--- src/rtl/mux_decoded_pipe.sv ---
// mux_decoded_pipe: resolves a decoded select vector to one way and queues
// {data, index, hit, multi_hit} in a 2-entry valid/ready output buffer.
// SEL_MODE 0 = lowest set bit wins; SEL_MODE 1 = round-robin from rr_ptr.

// Per-way lane: passes its way entry only when that way holds the grant.
module mux_decoded_pipe_lane #(
    parameter int W = 32
) (
    input  logic [W-1:0] way_data,
    input  logic         grant,
    output logic [W-1:0] gated
);
    assign gated = grant ? way_data : '0;
endmodule

module mux_decoded_pipe #(
    parameter  int NUMBER_WAY                = 8,
    parameter  int SINGLE_ENTRY_SIZE_IN_BITS = 32,
    parameter  int SEL_MODE                  = 0,
    localparam int INDEX_WIDTH               = ($clog2(NUMBER_WAY) > 1) ? $clog2(NUMBER_WAY) : 1
) (
    input  logic                                              clk_in,
    input  logic                                              reset_n_in,
    input  logic                                              request_valid_in,
    output logic                                              request_ready_out,
    input  logic [NUMBER_WAY*SINGLE_ENTRY_SIZE_IN_BITS-1:0]   way_flatted_in,
    input  logic [NUMBER_WAY-1:0]                             sel_in,
    output logic                                              result_valid_out,
    input  logic                                              result_ready_in,
    output logic [SINGLE_ENTRY_SIZE_IN_BITS-1:0]              way_flatted_out,
    output logic [INDEX_WIDTH-1:0]                            sel_index_out,
    output logic                                              hit_out,
    output logic                                              multi_hit_out
);
    localparam int N  = NUMBER_WAY;
    localparam int W  = SINGLE_ENTRY_SIZE_IN_BITS;
    localparam int IW = INDEX_WIDTH;

    typedef struct packed {
        logic [W-1:0]  data;
        logic [IW-1:0] index;
        logic          hit;
        logic          multi_hit;
    } entry_t;

    logic [IW-1:0]         rr_ptr;
    logic [IW-1:0]         low_all;
    logic [IW-1:0]         low_upper;
    logic [IW-1:0]         sel_index;
    logic [N-1:0]          upper_mask;
    logic [N-1:0]          grant;
    logic [N-1:0][W-1:0]   gated;
    logic [W-1:0]          sel_data;
    logic                  hit;
    logic                  multi_hit;
    entry_t                new_entry;

    entry_t [1:0]          mem;
    logic                  wr_ptr;
    logic                  rd_ptr;
    logic [1:0]            count;
    logic                  push;
    logic                  pop;
    entry_t                head;

    assign hit       = |sel_in;
    assign multi_hit = |(sel_in & (sel_in - N'(1)));

    // Lowest set bit overall, and lowest set bit at or above rr_ptr (descending scan keeps the lowest).
    always_comb begin
        upper_mask = '0;
        low_all    = '0;
        low_upper  = '0;
        for (int i = N - 1; i >= 0; i--) begin
            upper_mask[i] = (IW'(i) >= rr_ptr);
            if (sel_in[i])
                low_all = IW'(i);
            if (sel_in[i] && upper_mask[i])
                low_upper = IW'(i);
        end
    end

    // Round-robin wraps to the lowest set bit when nothing is set at or above the pointer.
    assign sel_index = (SEL_MODE != 0 && (sel_in & upper_mask) != '0) ? low_upper : low_all;

    // One-hot grant from the resolved index; all zero on a miss so data reads 0.
    always_comb begin
        grant = '0;
        for (int i = 0; i < N; i++)
            grant[i] = hit && (sel_index == IW'(i));
    end

    for (genvar g = 0; g < N; g++) begin : g_lane
        mux_decoded_pipe_lane #(.W(W)) u_lane (
            .way_data (way_flatted_in[g*W +: W]),
            .grant    (grant[g]),
            .gated    (gated[g])
        );
    end

    // OR-reduce the gated lanes into the selected entry.
    always_comb begin
        sel_data = '0;
        for (int i = 0; i < N; i++)
            sel_data = sel_data | gated[i];
    end

    assign new_entry = {sel_data, sel_index, hit, multi_hit};

    assign request_ready_out = (count != 2'd2);
    assign result_valid_out  = (count != 2'd0);
    assign push              = request_valid_in && request_ready_out;
    assign pop               = result_valid_out && result_ready_in;

    // Two-entry FIFO storage and pointers; reset drops every buffered entry.
    always_ff @(posedge clk_in or negedge reset_n_in) begin
        if (!reset_n_in) begin
            mem    <= '0;
            wr_ptr <= 1'b0;
            rd_ptr <= 1'b0;
            count  <= 2'd0;
        end else begin
            if (push)
                mem[wr_ptr] <= new_entry;
            wr_ptr <= wr_ptr ^ push;
            rd_ptr <= rd_ptr ^ pop;
            count  <= count + {1'b0, push} - {1'b0, pop};
        end
    end

    // Round-robin pointer advances past the granted way on every accepted hit.
    always_ff @(posedge clk_in or negedge reset_n_in) begin
        if (!reset_n_in)
            rr_ptr <= '0;
        else if (SEL_MODE != 0 && push && hit)
            rr_ptr <= (sel_index == IW'(N - 1)) ? '0 : sel_index + IW'(1);
    end

    // Head drives the outputs; forced to zero while the buffer is empty.
    assign head            = result_valid_out ? mem[rd_ptr] : '0;
    assign way_flatted_out = head.data;
    assign sel_index_out   = head.index;
    assign hit_out         = head.hit;
    assign multi_hit_out   = head.multi_hit;
endmodule
--- config.mk ---
export PLATFORM = sky130hd
export DESIGN_NAME = mux_decoded_pipe
export DESIGN_NICKNAME = d
export VERILOG_FILES = /design/src/rtl/mux_decoded_pipe.sv
export SDC_FILE = /design/constraint.sdc
export NUM_CORES = 1
export LEC_CHECK = 0
export ABC_CLOCK_PERIOD_IN_PS = 2300
export BUFFER_PORTS_ARGS = -buffer_cell sky130_fd_sc_hd__buf_2
export CORE_MARGIN = 1.5
export CORE_UTILIZATION = 48
export CTS_CLUSTER_DIAMETER = 40
export DETAILED_ROUTE_END_ITERATION = 8
export HOLD_SLACK_MARGIN = 0.03
export PLACE_DENSITY = 0.94
export SLEW_MARGIN = 20
export SYNTH_ARGS = -nofsm -noshare
export SYNTH_HDL_FRONTEND = slang
export SYNTH_SLANG_ARGS = --single-unit
--- constraint.sdc ---
create_clock -name clk_in -period 2.3 [get_ports clk_in]
set_clock_uncertainty 0.15 [all_clocks]
set_input_delay 0.345 -clock clk_in [delete_from_list [all_inputs] [get_ports clk_in]]
set_output_delay 0.345 -clock clk_in [all_outputs]
set_load 0.05 [all_outputs]
Word-level counts from Yosys, hierarchy flattened
Index checks and enable logic that the tools add are counted.
{"block": "totals", "regBits": 78, "in_bits": 268, "output_inout_bits": 39, "word_cells": 72}
{"block": "classes", "add_sub_neg": 3, "magnitude_cmp": 3, "n_eq_ne": 8, "muxes": 22, "n_bitwise": 10, "n_reduce_logical": 15}
{"cell": "$mux W32", "count": 8}
{"cell": "$or A32 B32 Y32", "count": 7}
{"cell": "$mux W37", "count": 4}
{"cell": "$bwmux W74", "count": 1}
{"cell": "$demux W37 S1", "count": 1}
{"cell": "$mux W3", "count": 8}
{"cell": "$reduce_or A8 Y1", "count": 2}
{"cell": "$eq A3 B3 Y1 const B", "count": 4}
{"cell": "$logic_and A1 B1 Y1", "count": 11}
{"cell": "$and A8 B8 Y8", "count": 1}
{"cell": "$sub A8 B1 Y8 const B", "count": 1}
{"cell": "$eq A3 B2 Y1 const B", "count": 2}
{"cell": "$lt A1 B2 Y1 const B", "count": 2}
{"cell": "$eq A3 B1 Y1 const B", "count": 1}
{"cell": "$logic_not A3 Y1", "count": 1}
{"cell": "$add A2 B1 Y2", "count": 1}
{"cell": "$ne A2 B2 Y1 const B", "count": 1}
{"cell": "$reduce_bool A2 Y1", "count": 1}
{"cell": "$sub A2 B1 Y2", "count": 1}
{"cell": "$xor A1 B1 Y1", "count": 2}
{"cell": "$ge A1 B1 Y1 const B", "count": 1}

Logic depth before layout (Yosys ltp)
{"block": "depth", "word_depth": 19, "depth_mapped": 8, "depth_no_buf": 8}

Cells and area by module
Synthesis repeated with hierarchy kept, for this count alone.
{"block": "hier_totals", "cells_unflattened": 744, "hier_area_um2": 6183.4}
{"module": "mux_decoded_pipe", "instances": 1, "cells_each": 464, "area_each_um2": 4141.5, "seq_area_each_um2": 1951.9}
{"module": "mux_decoded_pipe_lane", "instances": 8, "cells_each": 35, "area_each_um2": 255.2, "seq_area_each_um2": 0.0}

Worst setup path after synthesis
OpenSTA, ideal clock, no wires.
{"block": "synth_timing", "kind": "reg2out", "from": "reg rd_ptr", "to": "out way_flatted_out[12]", "arrival_ns": 1.825, "required_ns": 1.805, "path_slack_ns": -0.020, "path_stages_with_launch": 5, "path_buffers": 2, "cell_sequence": "dfrtp_1 > clkbuf_1 > buf_2 > mux2i_1 > nor2_1"}
{"block": "synth_between", "elab_chain_cells": 3}
{"item": "start: declaration", "line": "60", "source": "logic rd_ptr;"}
{"item": "start signal: assignment", "line": "126", "source": "rd_ptr <= rd_ptr ^ pop;"}
{"item": "$mux W37 (implied by the code) (2 in a row)", "line": "140", "source": "assign head = result_valid_out ? mem[rd_ptr] : '0;"}
{"item": "$mux W37", "line": "140"}
{"item": "end: declaration", "line": "30", "source": "output logic [SINGLE_ENTRY_SIZE_IN_BITS-1:0] way_flatted_out,"}
No other way between the ends. The select of a mux whose other input is x is not followed.

Final worst setup path
{"block": "layout_timing", "from": "reg rd_ptr", "to": "out way_flatted_out[28]"}
Same word-level chain as after synthesis.

==> impl_metrics.env <==
export IMPL_io_pins=307
export IMPL_whs_ns=0.205
export IMPL_syn_nets=1105
export IMPL_dieArea_mm2=0.0140
export IMPL_internal_power_w=0.00472
export IMPL_syn_inst=833
export IMPL_antenna_cells=0
export IMPL_gp_congestion=0.919
export IMPL_fin_crit_ns=2.09
export IMPL_slew_viol_final=0
export IMPL_syn_area_mm2=0.00637
export IMPL_nFillCells=1074
export IMPL_drtPass1Iterations=7
export IMPL_routed_wl_um=24000
export IMPL_grt_max_degree=62
export IMPL_ys_top_cells_by_count="176 x nor2_1, 88 x nand3_1, 78 x dfrtp_1"
export IMPL_fin_area_mm2=0.00865
export IMPL_p_leak_nw=3.87
export IMPL_peakVddDrop_uv=813
export IMPL_setup_tns_final_ns=0
export IMPL_rsz0062_at_grt="false"
export IMPL_critPathMaxFanout=38
export IMPL_tritoncts="built"
export IMPL_gr_total_overflow=0
export IMPL_swShare_pct=51.8
export IMPL_power_frac_comb_pct=61.2
export IMPL_place_area_mm2=0.00834
export IMPL_yosysWarnings=0
export IMPL_cts_root_buf="clkbuf_16"
export IMPL_clkTransAtPathRegs_ns=0.06
export IMPL_grt_usage_pct=33.7
export IMPL_tightest_slew_ns=0.515
export IMPL_grt_antenna_before_repair=1
export IMPL_synth_top_area_cell="dfrtp_1"
export IMPL_hp_class="in2reg"
export IMPL_synth_top_area_share_pct=30.6
export IMPL_switchingPower_w=0.00508
export IMPL_final_hold_violation_count=0
export IMPL_design_power_total_w=0.00979
export IMPL_worstPathCellList="buf_12, mux2i_1, nor2_2, buf_2"
export IMPL_synth_area_leaders="dfrtp_1 31%, nor2_1 10%, o32ai_2 7.4%"
export IMPL_p_per_area_mw_per_mm2=1130
export IMPL_die_w_um=118
export IMPL_postCtsHoldBufs=1
export IMPL_core_mm2=0.0128
export IMPL_cp_data_arrival_time_ns=1.59
export IMPL_synth_seq_cells=78
export IMPL_setup_ws_ns=0.213
export IMPL_ctsHtreeMaxLevel=3
export IMPL_rows=41
export IMPL_startpoint_type="register"
export IMPL_setup_viol=0
export IMPL_yosysMostFrequentCell="nor2_1"
export IMPL_clock_latency_ns=0.32
export IMPL_slowest_delay_ns=0.37
export IMPL_cts_buffers_inserted=9
export IMPL_grt_pass1_wl_um=37600
export IMPL_viasPerCell=6.02
export IMPL_syn_to_final_growth_pct=35.8
export IMPL_slowest_stage="dfrtp_2"
export IMPL_maxCapViolations=0
export IMPL_io_buffers=306
export IMPL_die_h_um=118
export IMPL_clock_sinks=78
export IMPL_synth_edf_count=0
export IMPL_dp_slack_ns=0.189
export IMPL_wl_per_cell_um=18.7
export IMPL_critPathTopFamily="buffers and inverters"
export IMPL_synth_main_ff_cell="dfrtp_1"
export IMPL_avgSynthCellArea_um2=7.65
export IMPL_clockPowerShare_pct=14.8
export IMPL_ys_types=40
export IMPL_grt_pass1_vias=7297
export IMPL_start_util_pct=49.9
export IMPL_crit_type="reg2out"
export IMPL_cts_buffer_depth=2
export IMPL_crit_path_end_kind="output pin"
export IMPL_drcViolationCount=0
export IMPL_required_ns=1.80
export IMPL_max_freq_ghz=0.479
export IMPL_hpwl_um=17800
export IMPL_synthArstFlopShare_pct=100
export IMPL_ant_nets=0
export IMPL_seq_area_frac_synth_pct=30.6
export IMPL_vias=7729
export IMPL_post_route_period_util_pct=90.7
export IMPL_maxSlewHeadroom_pct=65.6
export IMPL_cts_setup_buffers=0
export IMPL_status="finished, final reports clean"
export IMPL_cts_resized=0
export IMPL_final_nets=1378
export IMPL_cp_num_buf_inv=2
export IMPL_seq_power_share_pct=24.0
export IMPL_drt_iter0_drc=702
export IMPL_drive_above_1_share_pct=37.9
registers in the layout, indices dropped and copies added, names as in the netlist:
| signal | count |
|---|---|
| count | 2 |
| mem | 74 |
| rd_ptr | 1 |
| wr_ptr | 1 |
cells in the final DEF (no fill, tap or decap), types with 3 or more instances in the layout:
cell	n
buf_2	305
nor2_1	155
nand3_1	88
dfrtp_1	77
a21oi_1	68
mux2i_1	37
nor2b_1	34
nand2b_1	33
nand2_1	33
a221oi_1	32
and3_1	32
a21boi_0	32
o32ai_2	29
buf_4	21
nor2_2	20
o21ai_0	19
o21ai_1	15
buf_12	13
clkbuf_16	9
nand4_1	6
inv_1	5
a31oi_1	4
mux2_2	4
clkinvlp_4	3
cell type report:
class / count / area, um2 / area share (%)
multi-input combinational: 672 / 4200 / 48.6
timing repair buffer: 340 / 1950 / 22.6
sequential: 78 / 1950 / 22.6
clock buffer: 10 / 239 / 2.76
tap: 172 / 215 / 2.49
clock inverter: 6 / 70.1 / 0.810
inverter: 5 / 18.8 / 0.217
tightest hold or removal path, delay by kind of cell:
kind	cells	cell delay [ns]
XOR/XNOR	1	0.07
buffers and inverters	1	0.07
AND/OR/NAND/NOR	1	0.15
metrics by stage:
stage / utilization (%) / cells
floorplan: - / 833
global placement: 65.3 / 1266
detailed placement: 65.3 / 1266
CTS: 67.8 / 1283
global route: 67.8 / 1283
finish: 67.8 / 1283
routing by layer:
layer | GRT usage (%) | wire [um] | up-vias
li1 | - | - | 3521
met1 | 44.1 | 9430 | 3592
met2 | 54.2 | 11300 | 536
met3 | 7.67 | 2480 | 80
met4 | 13.0 | 818 | 0
met5 | 0 | 0 | -
power by group through the flow:
stage               registers (W)  clock network (W)  logic, W
floorplan                 0.00226                  0   0.00440
detailed placement        0.00236                  0   0.00594
finish                    0.00235            0.00145   0.00600
global placement          0.00232                  0   0.00586
CTS                       0.00234            0.00147   0.00597
global route              0.00241            0.00155   0.00636
final timing paths:
path | from | end | slack [ns] | depth (start not counted)
worst min-delay path | result_ready_in | rd_ptr | 0.20 | 3
max in group asynchronous | reset_n_in | mem[55] | 1.03 | 3
worst max register to register | count[0] | mem[72] | 0.26 | 7
worst min register to register | mem[3] | mem[3] | 0.36 | 1
worst max-delay path | rd_ptr | way_flatted_out[28] | 0.21 | 4
min in group asynchronous | reset_n_in | rd_ptr | 0.38 | 2
logic make-up (layout without fill, tap and decap cells):
family / Yosys count / after routing / share of synthesized area (%)
multiplexers: 41 / 41 / 6.52
adder cells (fa/ha/maj): 6 / 6 / 1.10
flip-flops: 78 / 78 / 30.6
AO/OA/AOI/OAI: 207 / 207 / 25.0
XOR/XNOR: 3 / 3 / 0.412
buffers and inverters: 83 / 361 / 5.10
AND/OR/NAND/NOR: 415 / 415 / 31.3
No activity file was read; power rests on OpenSTA's default activity.
